===== src/rtl/unified_mem_arbiter.sv =====
// rtl/unified_mem_arbiter.sv - shares one single-port word memory between fetch (I) and load/store (D) ports
// Optional ROUND_ROBIN_EN: alternate grants under contention; default build is fixed D-over-I priority.
module unified_mem_arbiter #(
  parameter int ADDR_W  = 12,
  parameter int DATA_W  = 32,
  parameter int MEM_LAT = 1
) (
  input  logic              clock,
  input  logic              reset,
  input  logic              i_req,
  input  logic [ADDR_W-1:0] i_addr,
  output logic [DATA_W-1:0] i_rdata,
  output logic              i_done,
  input  logic              d_req,
  input  logic              d_we,
  input  logic [ADDR_W-1:0] d_addr,
  input  logic [DATA_W-1:0] d_wdata,
  output logic [DATA_W-1:0] d_rdata,
  output logic              d_done,
  output logic              m_en,
  output logic              m_we,
  output logic [ADDR_W-1:0] m_addr,
  output logic [DATA_W-1:0] m_wdata,
  input  logic [DATA_W-1:0] m_rdata,
  output logic              busy
);

  localparam int CNT_W = $clog2(MEM_LAT) + 1;

  generate
    if (MEM_LAT < 1 || MEM_LAT > 8) begin : g_bad_mem_lat
      $error("unified_mem_arbiter: MEM_LAT must be within 1..8");
    end
  endgenerate

  typedef enum logic [1:0] {S_IDLE, S_ISSUE, S_WAIT, S_RESP} state_t;

  state_t            state_q, state_d;
  logic [CNT_W-1:0]  cnt_q, cnt_d;
  logic              owner_q, owner_d;
  logic              we_q, we_d;
  logic [ADDR_W-1:0] m_addr_q, m_addr_d;
  logic [DATA_W-1:0] m_wdata_q, m_wdata_d;
  logic [DATA_W-1:0] i_rdata_q, i_rdata_d;
  logic [DATA_W-1:0] d_rdata_q, d_rdata_d;
  logic              m_en_q, m_en_d;
  logic              m_we_q, m_we_d;
  logic              i_done_q, i_done_d;
  logic              d_done_q, d_done_d;
  logic              busy_q, busy_d;
  logic              grant_d_port;
  logic              capture;
`ifdef ROUND_ROBIN_EN
  logic              last_d_q, last_d_d;
`endif

  // grant_d_port: 1 selects the load/store port, 0 the fetch port
  always_comb begin
`ifdef ROUND_ROBIN_EN
    if (i_req && d_req) grant_d_port = ~last_d_q;
    else                grant_d_port = d_req;
`else
    grant_d_port = d_req;
`endif
  end

  always_ff @(posedge clock or negedge reset) begin
    if (!reset) begin
      state_q   <= S_IDLE;
      cnt_q     <= '0;
      owner_q   <= 1'b0;
      we_q      <= 1'b0;
      m_addr_q  <= '0;
      m_wdata_q <= '0;
      i_rdata_q <= '0;
      d_rdata_q <= '0;
      m_en_q    <= 1'b0;
      m_we_q    <= 1'b0;
      i_done_q  <= 1'b0;
      d_done_q  <= 1'b0;
      busy_q    <= 1'b0;
`ifdef ROUND_ROBIN_EN
      last_d_q  <= 1'b0;
`endif
    end else begin
      state_q   <= state_d;
      cnt_q     <= cnt_d;
      owner_q   <= owner_d;
      we_q      <= we_d;
      m_addr_q  <= m_addr_d;
      m_wdata_q <= m_wdata_d;
      i_rdata_q <= i_rdata_d;
      d_rdata_q <= d_rdata_d;
      m_en_q    <= m_en_d;
      m_we_q    <= m_we_d;
      i_done_q  <= i_done_d;
      d_done_q  <= d_done_d;
      busy_q    <= busy_d;
`ifdef ROUND_ROBIN_EN
      last_d_q  <= last_d_d;
`endif
    end
  end

  always_comb begin
    state_d = state_q;
    cnt_d   = cnt_q;
    case (state_q)
      S_IDLE:  if (i_req || d_req) state_d = S_ISSUE;
      S_ISSUE: begin
        state_d = S_WAIT;
        cnt_d   = CNT_W'(MEM_LAT - 1);
      end
      S_WAIT: begin
        if (cnt_q == '0) state_d = S_RESP;
        else             cnt_d   = cnt_q - CNT_W'(1);
      end
      S_RESP:  state_d = S_IDLE;
      default: state_d = S_IDLE;
    endcase
  end

  // Outputs are registered, so they are decoded from the next state
  always_comb begin
    owner_d   = owner_q;
    we_d      = we_q;
    m_addr_d  = m_addr_q;
    m_wdata_d = m_wdata_q;
    i_rdata_d = i_rdata_q;
    d_rdata_d = d_rdata_q;
`ifdef ROUND_ROBIN_EN
    last_d_d  = last_d_q;
`endif
    if (state_q == S_IDLE && (i_req || d_req)) begin
      owner_d   = grant_d_port;
      we_d      = grant_d_port & d_we;
      m_addr_d  = grant_d_port ? d_addr : i_addr;
      m_wdata_d = grant_d_port ? d_wdata : '0;
`ifdef ROUND_ROBIN_EN
      last_d_d  = grant_d_port;
`endif
    end
    capture = (state_q == S_WAIT) && (cnt_q == '0) && !we_q;
    if (capture && owner_q)  d_rdata_d = m_rdata;
    if (capture && !owner_q) i_rdata_d = m_rdata;
    m_en_d   = (state_d == S_ISSUE);
    m_we_d   = (state_d == S_ISSUE) && we_d;
    i_done_d = (state_d == S_RESP) && !owner_q;
    d_done_d = (state_d == S_RESP) && owner_q;
    busy_d   = (state_d != S_IDLE);
  end

  assign m_en    = m_en_q;
  assign m_we    = m_we_q;
  assign m_addr  = m_addr_q;
  assign m_wdata = m_wdata_q;
  assign i_rdata = i_rdata_q;
  assign d_rdata = d_rdata_q;
  assign i_done  = i_done_q;
  assign d_done  = d_done_q;
  assign busy    = busy_q;

endmodule

===== config.mk =====
export PLATFORM = sky130hd
export DESIGN_NAME = unified_mem_arbiter
export DESIGN_NICKNAME = d
export VERILOG_FILES = /design/src/rtl/unified_mem_arbiter.sv
export SDC_FILE = /design/constraint.sdc
export NUM_CORES = 1
export LEC_CHECK = 0
export CELL_PAD_IN_SITES_DETAIL_PLACEMENT = 0
export CELL_PAD_IN_SITES_GLOBAL_PLACEMENT = 1
export CORE_ASPECT_RATIO = 0.8
export CORE_MARGIN = 2
export CORE_UTILIZATION = 37
export CTS_BUF_LIST = sky130_fd_sc_hd__clkbuf_8
export CTS_CLUSTER_DIAMETER = 30
export DETAILED_ROUTE_END_ITERATION = 16
export PLACE_DENSITY = 0.95
export REMOVE_ABC_BUFFERS = 1
export SKIP_LAST_GASP = 1
export SLEW_MARGIN = 20
export SYNTH_ARGS = -nofsm -noshare
export SYNTH_HDL_FRONTEND = slang
export SYNTH_SLANG_ARGS = --single-unit

===== constraint.sdc =====
create_clock -name clock -period 3.5 [get_ports clock]
set_input_delay 0.7 -clock clock [delete_from_list [all_inputs] [get_ports clock]]
set_output_delay 0.7 -clock clock [all_outputs]
set_load 0.02 [all_outputs]

# Word-level counts from Yosys, hierarchy flattened
# Cells that the tools add are included.
[classes]
add_sub_neg = 1
eq_ne = 5
muxes = 8
n_bitwise = 2
n_reduce_logical = 14
[ops]
columns = ["operator", "n"]
rows = [
  ["32-bit two-way mux", 1],
  ["12-bit two-way mux", 1],
  ["1-bit logical AND", 8],
  ["2-bit one-hot mux with 4 select lines", 1],
  ["2-bit equality test (second input constant)", 3],
  ["2-bit by 1-bit equality test with 1-bit output (second input constant)", 2],
  ["2-bit two-way mux", 2],
  ["2-bit nonzero test", 2],
  ["1-bit zero test", 2],
  ["2-bit zero test", 1],
  ["1-bit two-way mux", 2],
  ["1-bit one-hot mux with 2 select lines", 1],
  ["1-bit AND", 1],
  ["1-bit logical OR", 1],
  ["1-bit NOT", 1],
  ["1-bit subtractor (second input constant)", 1],
]
[totals]
ff_bits = 118
out_inout_bits = 113
word_cells = 43

# Longest topological paths before layout
# Gate-level depths: netlist of run 1.
[logic_depth]
word_depth = 5
mapped_depth = 8
ltp_nobuf = 5

# Worst setup path after synthesis of run 1
# Ideal clock, no wire load.
[synth_timing]
kind = "in2reg"
from = "input d_req"
to = "register m_we_q, in the netlist m_we"
setup_ns = 0.136
arrival_time_ns = 1.423
required_ns = 3.364
slack_ns = 1.940
stages = 3
cell_sequence = "or4b_1 -> o21ai_0 -> nor3b_1"
[synth_between]
elab_chain_len = 5
elab_cells_between_ends = 8
[synth_lines]
columns = ["element", "line", "text"]
rows = [
  ["from (decl)", "14", "input logic d_req,"],
  ["1-bit logical OR", "109, 134", ""],
  ["2-bit two-way mux", "109", "S_IDLE: if (i_req || d_req) state_d = S_ISSUE;"],
  ["2-bit one-hot mux with 4 select lines", "108", "case (state_q)"],
  ["2-bit by 1-bit equality test with 1-bit output", "147", "m_we_d = (state_d == S_ISSUE) && we_d;"],
  ["1-bit logical AND *", "147", ""],
  ["net m_we_d", "47", "logic m_we_q, m_we_d;"],
  ["to (signal assigned)", "95", "m_we_q <= m_we_d;"],
  ["to (decl)", "47", ""],
]
# The timed path passes the listed nets; every way through them passes the cells marked *.
# A chain may end at the register's enable or synchronous reset.

# Worst setup path after layout of run 1
[layout_timing]
from = "register m_wdata_q[12], in the netlist m_wdata[12]"
to = "output m_wdata[12]"
[layout_rtl]
columns = ["element", "line", "text"]
rows = [
  ["from (decl)", "43", "logic [DATA_W-1:0] m_wdata_q, m_wdata_d;"],
  ["from (signal assigned)", "91", "m_wdata_q <= m_wdata_d;"],
  ["to (decl)", "23", "output logic [DATA_W-1:0] m_wdata,"],
]
# No word-level cell between the ends.

==> summary.txt, run 1 <==
Synthesis
  – Synth area leaders: dfrtp_1 (60%), mux2_4 (19%), nand2_1 (6.0%)
  – Async S/R FF share, synth: 100%
  – Average size of a mapped cell: around 14 um^2
  – Area leader, netlist: dfrtp_1
  – Mapped cell area: 0.00485 mm^2
  – Top_reg_cell synth: dfrtp_1
  – Post-synth top cells: dfrtp_1 (117), nand2_1 (77), mux2_4 (60)
  – Sequential-to-total area share from yosys stat: between 60% and 70%
  – Count leader, synth: dfrtp_1
  – Yosys cell types: 24
  – Share of the synthesized area in the top cell type: approximately 60%
  – Post-synthesis cell count: between 300 and 400
  – EDFF count, synth: 0
  – Post-synthesis register bit count: 117
  – Syn. warnings: 0

Routing
  – Drt pass-1 iters: 4
  – DRC: 0
  – Final WL: about 12,000 um
  – Via Count: 3,416
  – 1st-iter DRT viols: between 150 and 200
  – Post-route ant nets: 0
  – Vias per inst: around 4.6
  – Wire length per cell: approximately 16 um

Clocking
  – CTS Buf Count: 17
  – Root Buffer: clkbuf_8
  – Hold buffer count at cts: 0
  – Post-CTS setup buffer count: 0
  – Clock Pin Slew Worst Setup and Hold Paths: ~0.080 ns
  – CTS tree: yes
  – Post-CTS Resized: 0
  – CTS H-tree lvls: 4
  – Clock net sink count: 117
  – Worst-Skew Late Latency: 0.44 ns
  – Clock Path Buffers: 2

Die
  – Starting Density: a little under two fifths
  – Die height: around 110 um
  – Die extent in x: about 130 um
  – Die area: 0.0140 mm^2
  – IO Pins: roughly 210
  – CORE AREA: around 0.013 mm^2
  – Row Count: 37

Finish
  – Area grow syn2layout: 52.4%
  – Final instance area: roughly 0.0074 mm^2
  – Fin nets: around 660
  – Final core occ: between 50% and 60%
  – Antenna cells: 0
  – Fin cells: 750
  – Layout cells sized above 1: 19.1%

Worst setup path
  – CP max FO: 2
  – WP data arrival: 1.45 ns
  – Worst r2r src: state_q[0]
  – Critical path class: register to primary output
  – Buf/Inv on CP: 1
  – Worst-path cell chain: clkdlybuf4s50_1
  – Startpoint types: register
  – Required @ worst endpoint: 2.80 ns
  – Worst setup EP type: primary output
  – Critical-path top delay cell: clkdlybuf4s50_1
  – CP peak stage delay: approximately 0.64 ns
  – Worst Setup SP: m_wdata[12]
  – CP delay by family, top: buffers and inverters

Global route
  – Met3 Track Usage GR: between 5 and 6%
  – GRT Total Usage: between 10% and 20%
  – Initial antenna violation count: 0
  – Pin count of the biggest net entering global routing: 57
  – Total grt overflow: 0
  – First-pass GRT wire length: about 20,000 um
  – Met2 usage: a little under a third
  – Top Usage Layer GRT: met2
  – M1 GR Usage: 21.8%
  – Vias in the first global route: 3,670

STA
  – Final Hold Fails: 0
  – Max transition margin: between 50 and 60%
  – RSZ-0062 raised after global routing: false
  – Min cycle time layout: around 2.2 ns
  – Worst-margin pin slew: around 0.67 ns
  – Peak Freq: 464 MHz
  – Setup Viol. Count Final: 0
  – Hold Slack: between 0.2 and 0.3 ns
  – Slew Viols, Final: 0
  – Worst clock skew: ~0.0084 ns
  – Final period util: 61.5%

Outcome
  – Status: finished, final reports clean

Placement
  – Hpwl dp: between 8000 and 9000 um
  – Area after DPL: around 0.0070 mm^2
  – GP Congestion: 0.742
  – PortBufs: around 200
  – Dpl cells: between 700 and 800

Hold path
  – HP Class: input port to asynchronous set/reset pin

Power
  – Leak pwr: ~0.0034 uW
  – Total Power: ~7600 uW
  – Max VDD drop: 0.637 mV
  – Pwr dens: around 1000 mW/mm^2

Flow run
  – Max-cap violation count: 0
## per-stage QoR
| stage | TNS [ns] | worst slack (ns) |
|---|---|---|
| after global placement | 0 | 1.40 |
| after CTS | 0 | 1.32 |
| after detailed placement | 0 | 1.30 |
| after floorplan | -16.02 | -0.549 |
| final | 0 | 1.35 |
| after global routing | 0 | 1.27 |
## cell usage in the layout, fill, tap and decap left out, drive strengths merged, types with 7 or more instances in the layout
cell type	Yosys	final
o21ai	14	14
mux2i	12	12
dfrtp	117	117
clkinvlp	0	7
nand2	77	77
mux2	64	64
nand3	32	32
clkbuf	7	17
buf	16	9
clkdlybuf4s50	0	203
## kinds of logic after synthesis
group                    after synthesis  synth area share [%]
AO/OA/AOI/OAI                         16                  1.83
buffers and inverters                 26                  4.64
multiplexers                          76                  22.0
AND/OR/NAND/NOR                      117                  10.7
adder cells (fa/ha/maj)                2                 0.516
flip-flops                           117                  60.4
## state kept, by name (all words and copies together), names as in the netlist
name and flops:
m_en 1, d_rdata 32, d_done 1, busy 1, i_done 1, m_addr 12, m_we 1, m_wdata 32
i_rdata 32, we_q 1, owner_q 1, state_q 2
## routing by layer
| layer | vias to the layer above | share of wire [%] |
|---|---|---|
| met5 | - | 0 |
| met4 | 0 | 2.3 |
| met3 | 23 | 5.1 |
| met2 | 100 | 51 |
| met1 | 1681 | 42 |
| li1 | 1612 | - |
## report_power, final
part / switching [uW] / leakage [uW] / internal [uW]
combinational: 1840 / 0.00179 / 2060
sequential: 395 / 0.00142 / 2050
clock: 584 / 0.000186 / 705
total: 2820 / 0.00339 / 4820
## final timing paths
kind,to,slack (ns),cells past startpoint
setup / recovery,m_wdata[12],1.35,1
setup reg to reg,i_rdata[31],1.50,6
max in group asynchronous,m_addr[2],2.46,2
hold reg to reg,m_wdata[24],0.47,2
hold / removal,m_wdata[29],0.27,1
min in group clock,m_wdata[24],0.47,2
## final cells by class
class	instances	area, um^2
Fill cell	1045	5430
Sequential cell	117	2930
Clock inverter	15	183
Tap cell	175	219
Timing Repair Buffer	212	2110
Inverter	3	11.3
Clock buffer	17	234
Multi-Input combinational cell	211	1710
Note: power is estimated with default switching activity, not from simulation.
==> inputs of run 2 (changes only) <==
- CORE_UTILIZATION: 37 -> 31
- PLACE_DENSITY: 0.95 -> 0.85
- clock period: 3.5 -> 1.8 ns (I/O delays scaled with it)
==> run 2 against run 1 <==
The flow now finishes with violations (negative hold slack). Worst setup slack worse by 1.3 ns. Cell count is 5.5% higher. Wire length is 7.2% higher. Register-to-register slack got worse by 1.4 ns. Sequential power increased by 93%. Global-route usage shrank 3.3 points. Core utilization shrank 6.7 points. Non-clock buffer count grew 7. Clock power rose by 100%. Flip-flop and latch count did not move. First-iteration DRC count shrank 15%. Highest routed layer unchanged.
==> summary.txt, run 2 (synthesis results as in run 1) <==
Outcome
  – Status: complete, but fails checks
  – Failing checks: negative hold slack

Clocking
  – CTS Buf Count: 17 (unchanged)
  – Clock Path Buffers: 2 (unchanged)
  – CTS tree: yes
  – Clock net sink count: 117 (unchanged)
  – Root Buffer: clkbuf_8
  – Clock Pin Slew Worst Setup and Hold Paths: 0.07 ns (about the same)
  – Worst-Skew Late Latency: 0.43 ns (about the same)
  – CTS H-tree lvls: 4 (unchanged)

Global route
  – First-pass GRT wire length: 19,100 um (-3.2%)
  – GRT Total Usage: 15.2% (-3.3 points)
  – Total grt overflow: 0 (unchanged)
  – Met2 usage: 24.9% (-5.7 points)
  – Vias in the first global route: 3,607 (-1.7%)
  – Met3 Track Usage GR: 4.63% (-1.2 points)
  – Initial antenna violation count: 0 (unchanged)
  – M1 GR Usage: 18.9% (-2.9 points)
  – Pin count of the biggest net entering global routing: 118 (+110%)
  – Top Usage Layer GRT: met2

Routing
  – Final WL: 13,200 um (+7.2%)
  – Post-route ant nets: 0 (unchanged)
  – Via Count: 3,446 (+0.88%)
  – Drt pass-1 iters: 4 (unchanged)
  – Wire length per cell: 16.7 um (+1.7%)
  – 1st-iter DRT viols: 161 (-15%)
  – DRC: 0 (unchanged)
  – Vias per inst: 4.36 (-4.4%)

Finish
  – Antenna cells: 0 (unchanged)
  – Fillers: 1,295 (+24%)
  – Commonest non-fill, non-tap cell in the layout: dfrtp_1
  – Area grow syn2layout: 59.3%
  – Layout cells sized above 1: 20.0% (+0.84 points)
  – Final instance area: 0.00772 mm^2 (+4.5%)
  – Fin nets: 664 (+1.1%)
  – Most frequent cells in the layout: dfrtp_1 (117), clkdlybuf4s50_1 (105), nand2_1 (77)
  – Register area: 0.00293 mm^2 (unchanged)
  – Area taken by multi-input logic gates: 0.00173 mm^2 (+1.0%)

STA
  – RSZ-0062 raised after global routing: false
  – Setup Viol. Count Final: 0 (unchanged)
  – Peak Freq: roughly 570 MHz
  – Final Hold Fails: 10 (+10)
  – Worst clock skew: 0.0147 ns (+0.00628 ns)
  – Min cycle time layout: around 1.7 ns
  – Max transition margin: 52.3% (-2.9 points)
  – Setup_tns: 0 ns (unchanged)
  – Hold Slack: -0.0520 ns (-0.318 ns)
  – Final period util: 96.6%
  – Slew Viols, Final: 0 (unchanged)
  – Worst-margin pin slew: 0.715 ns (+0.0431 ns)

Power
  – Comb pwr share: 50.7% (-0.4 points)
  – Cell-internal power: 9360 uW (+94%)
  – Max VDD drop: 0.732 mV (+15%)
  – Leak pwr: 0.00432 uW (+27%)
  – NetSw: 5460 uW (+94%)
  – Clock power share: 17.5% (+0.6 points)
  – Sequential share of power: 31.8% (-0.2 points)
  – Total Power: 14,800 uW (+94%)
  – Switching Fraction: 36.8% (-0.050 points)
  – Pwr dens: 1920 mW/mm^2 (+86%)

Worst setup path
  – Worst setup EP type: primary output
  – CP max FO: 2 (unchanged)
  – CP peak stage delay: 0.61 ns (-0.03 ns)
  – CP delay by family, top: buffers and inverters
  – Startpoint types: register
  – Critical-path top delay cell: clkdlybuf4s50_1
  – Worst-path cell chain: clkdlybuf4s50_1
  – Buf/Inv on CP: 1 (unchanged)
  – Critical path class: register to primary output
  – WP data arrival: 1.38 ns (-0.07 ns)
  – Required @ worst endpoint: 1.44 ns (-1.36 ns)

Die
  – Die height: 116 um (+8.9%)
  – Die extent in x: 144 um (+9.0%)
  – CORE AREA: 0.0152 mm^2 (+18%)
  – Row Count: 40 (+8.1%)
  – Starting Density: 32.0% (-5.8 points)
  – Die area: 0.0167 mm^2 (+19%)
  – IO Pins: 206 (unchanged)

Placement
  – Hpwl dp: 8890 um (+2.0%)
  – GP Congestion: 0.772 (+4.0%)
  – Area after DPL: 0.00708 mm^2 (+1.5%)
  – PortBufs: 205 (unchanged)

Hold path
  – HP Class: input port to asynchronous set/reset pin

Flow run
  – Max-cap violation count: 0 (unchanged)
[run 2: cell types whose count changed in the layout (fill, tap and decap cells not counted), moves of 3 or more]
cell | before | now
clkdlybuf4s50_1 | 203 | 105
dlymetal6s2s_1 | 0 | 69
dlygate4sd2_1 | 0 | 29
clkinvlp_4 | 7 | 0
clkinv_2 | 1 | 5
buf_12 | 1 | 4
[run 2: area by class of cell]
cell class / instances / share of cell area [%]
Timing Repair Buffer: 219 / 30.7
Clock buffer: 19 / 3.39
Tap cell: 210 / 3.40
Clock inverter: 12 / 2.09
Inverter: 3 / 0.146
Sequential cell: 117 / 37.9
Multi-Input combinational cell: 211 / 22.3
[run 2: metrics by stage]
step,util [%],hold slack (ns),worst slack [ns],cells
after floorplan,-,0.0644,-1.91,331
after CTS,49.2,0.0376,0.0000111,787
after detailed placement,46.7,0.454,0.0726,756
after global placement,46.7,0.452,0.114,756
final,50.9,-0.0520,0.0604,791
after global routing,50.9,0.0474,0.00179,791
[run 2: worst paths after layout]
kind	cells after the start	to	slack, ns	from
worst max-delay path	1	m_addr[8]	0.06	m_addr[8]
worst min-delay path	2	m_wdata[8]	-0.05	reset
worst max register to register	7	i_rdata[16]	0.10	state_q[0]
worst min register to register	2	m_wdata[29]	0.46	m_wdata[29]
max in group asynchronous	2	m_wdata[25]	1.24	reset
min in group clock	3	m_wdata[5]	0.31	d_req
[run 2: power by group through the flow]
stage	Clock [uW]	Combinational (uW)	Sequential [uW]
2_1_floorplan	0	2550	6280
3_3_place_gp	0	7650	4740
3_5_place_dp	0	7790	4780
4_1_cts	2650	7580	4740
5_1_grt	2790	7960	4870
6_report	2590	7520	4710
[run 2: what timing repair did]
| action | 4_1_cts | 5_1_grt |
|---|---|---|
| hold buffers | 0 | 0 |
| endpoints found under the setup margin | 29 | 72 |
| pin swaps | 0 | 1 |
| gates cloned | 0 | 2 |
| buffers inserted | 0 | 2 |
| resized for setup | 29 | 74 |
[run 2: metal layers]
| metal | vias up | share of wire (%) |
|---|---|---|
| met1 | 1707 | 43 |
| li1 | 1622 | - |
| met2 | 101 | 50 |
| met5 | - | 0 |
| met3 | 16 | 4.6 |
| met4 | 0 | 1.7 |
==> variant (settings of run 2) <==
Change the parameter `DATA_W` from 32 to 36.
--- a/src/rtl/unified_mem_arbiter.sv
+++ b/src/rtl/unified_mem_arbiter.sv
@@ -4,3 +4,3 @@
   parameter int ADDR_W  = 12,
-  parameter int DATA_W  = 32,
+  parameter int DATA_W  = 36,
   parameter int MEM_LAT = 1
Ports: changed (5 resized); port bits go from 206 to 226. No check against the original RTL was run, so the function may have changed too.
==> variant against run 2 <==
Count of clock-buffer cells in the layout shrank 2. Core utilization shrank 1.3 points. Sequential cell count grew 12. Routed wire length grew 8.9%. Total power grew 3.8%. Final area grew 6.7%. Worst setup slack gained 0.033 ns. Clock skew shrank 0.0038 ns. Area after synthesis grew 8.6%. Highest routed layer unchanged.
==> variant: results (changes against run 2) <==
\begin{tabular}{lr}
\hline
Metric & Value \\
\hline
\multicolumn{2}{l}{\textbf{Run status}} \\
\quad Outcome & complete, no violations \\
\multicolumn{2}{l}{\textbf{Global route}} \\
\quad Aggregate global-route resource usage & 15.57\% (+0.41 points) \\
\quad Via count of the first global-routing pass & 4075 (+13\%) \\
\quad Largest net degree at the start of global routing & 61 (-48\%) \\
\quad Met2 track demand over resource & 26.89\% (+2.0 points) \\
\multicolumn{2}{l}{\textbf{Power and ir drop}} \\
\quad Reported leakage power & 0.004392 µW (+1.6\%) \\
\quad VDD IR-drop max & 0.0009033 V (+23\%) \\
\quad Net switching power & 6155 µW (+13\%) \\
\multicolumn{2}{l}{\textbf{Finish}} \\
\quad Synthesis-to-finish area growth & 56.49\% \\
\quad Nets & 730 (+9.9\%) \\
\quad Layout buffering overhead excluding clock cells & 30.38\% (-0.36 points) \\
\quad Multi-input comb cells & 231 (+9.5\%) \\
\quad Fraction of area in multi-input gates & 22.46\% (+0.12 points) \\
\quad Share of the final layout cell area in sequential cells & 39.15\% (+1.2 points) \\
\quad Filler cell count in the final layout & 1529 (+18\%) \\
\quad Non-Clock Buffer Count & 245 (+12\%) \\
\multicolumn{2}{l}{\textbf{Logic synthesis}} \\
\quad Unique masters post-synth & 25 (+4.2\%) \\
\quad Syn Inst Count & 387 (+9.3\%) \\
\multicolumn{2}{l}{\textbf{Setup path}} \\
\quad Delay contributed by the slowest stage of the critical path & 0.38 ns (-0.23 ns) \\
\quad Destination of the worst register-to-register timing path & i\_rdata[25] \\
\quad Cell at the slowest stage of the critical path & sky130\_fd\_sc\_hd\_\_dfrtp\_1 \\
\quad Critical Setup Path Class & flip-flop to flip-flop \\
\multicolumn{2}{l}{\textbf{Timing}} \\
\quad Min Tclk post-route & 1.707 ns (-0.03291 ns) \\
\quad Number of hold violations in the final report & 0 (-10) \\
\quad Worst-margin pin slew & 0.3983 ns (-0.3170 ns) \\
\multicolumn{2}{l}{\textbf{Placement}} \\
\quad Global placement routability congestion & 0.7743 (+0.31\%) \\
\quad Standard cell area after detailed placement & 7781 µm² (+9.9\%) \\
\quad Post-DP HPWL & 10.07 mm (+13\%) \\
\quad Post-placement cell count & 821 (+8.6\%) \\
\multicolumn{2}{l}{\textbf{Detailed routing}} \\
\quad Routed length per placed instance & 16.72 µm (+0.20\%) \\
\quad Met2 routed wirelength & 7.317 mm (+10\%) \\
\quad Total wirelength of the detailed-routed design & 14.38 mm (+8.9\%) \\
\quad Initial detailed-routing violation count & 154 (-4.3\%) \\
\quad Wire length the detailed router placed on met1 & 6.140 mm (+7.3\%) \\
\multicolumn{2}{l}{\textbf{Die}} \\
\quad Core region area & 16610 µm² (+9.5\%) \\
\hline
\end{tabular}
[variant: cell types whose count changed in the layout (fill, tap and decap cells not counted), moves of 5 or more]
cell	change
sky130_fd_sc_hd__clkdlybuf4s50_1	-7
sky130_fd_sc_hd__clkinv_2	-5
sky130_fd_sc_hd__dfrtp_1	+12
sky130_fd_sc_hd__dlygate4sd2_1	+58
sky130_fd_sc_hd__dlymetal6s2s_1	-31
sky130_fd_sc_hd__inv_6	+5
sky130_fd_sc_hd__inv_8	+5
sky130_fd_sc_hd__mux2_2	+8
sky130_fd_sc_hd__nand2_1	+8
[variant: power by group through the flow]
stage	registers, µW	logic (µW)	clock network, µW
3_5_place_dp	5280	8560	0
4_1_cts	5200	7880	2410
2_1_floorplan	6930	2770	0
6_report	5170	7880	2330
3_3_place_gp	5230	8380	0
5_1_grt	5360	8370	2560
[variant: kinds of logic (layout without fill, tap and decap cells)]
group / after synthesis / after routing / synth area share, %
AOI/OAI and AO/OA: 16 / 16 / 1.829
adders and majority gates: 2 / 2 / 0.4749
buffers and inverters: 27 / 280 / 3.823
DFF: 129 / 129 / 61.27
muxes: 84 / 84 / 21.94
and+or+nand+nor: 129 / 129 / 10.66
[variant: worst register-to-register path, stage by stage (launching register included)]
cell                        delay (ns)
sky130_fd_sc_hd__dfrtp_1          0.38
sky130_fd_sc_hd__inv_1            0.08
sky130_fd_sc_hd__ha_2             0.18
sky130_fd_sc_hd__nor2b_2          0.14
sky130_fd_sc_hd__nor2b_4          0.18
sky130_fd_sc_hd__buf_6            0.14
sky130_fd_sc_hd__clkbuf_16        0.18
sky130_fd_sc_hd__mux2_4           0.31
[variant: what timing repair did]
item	in CTS	in global routing
pin swaps	0	0
hold endpoints to repair	22	0
setup endpoints to repair	87	74
resized for setup	87	41
cloned	0	3
hold buffers	1	0
setup buffers	0	3
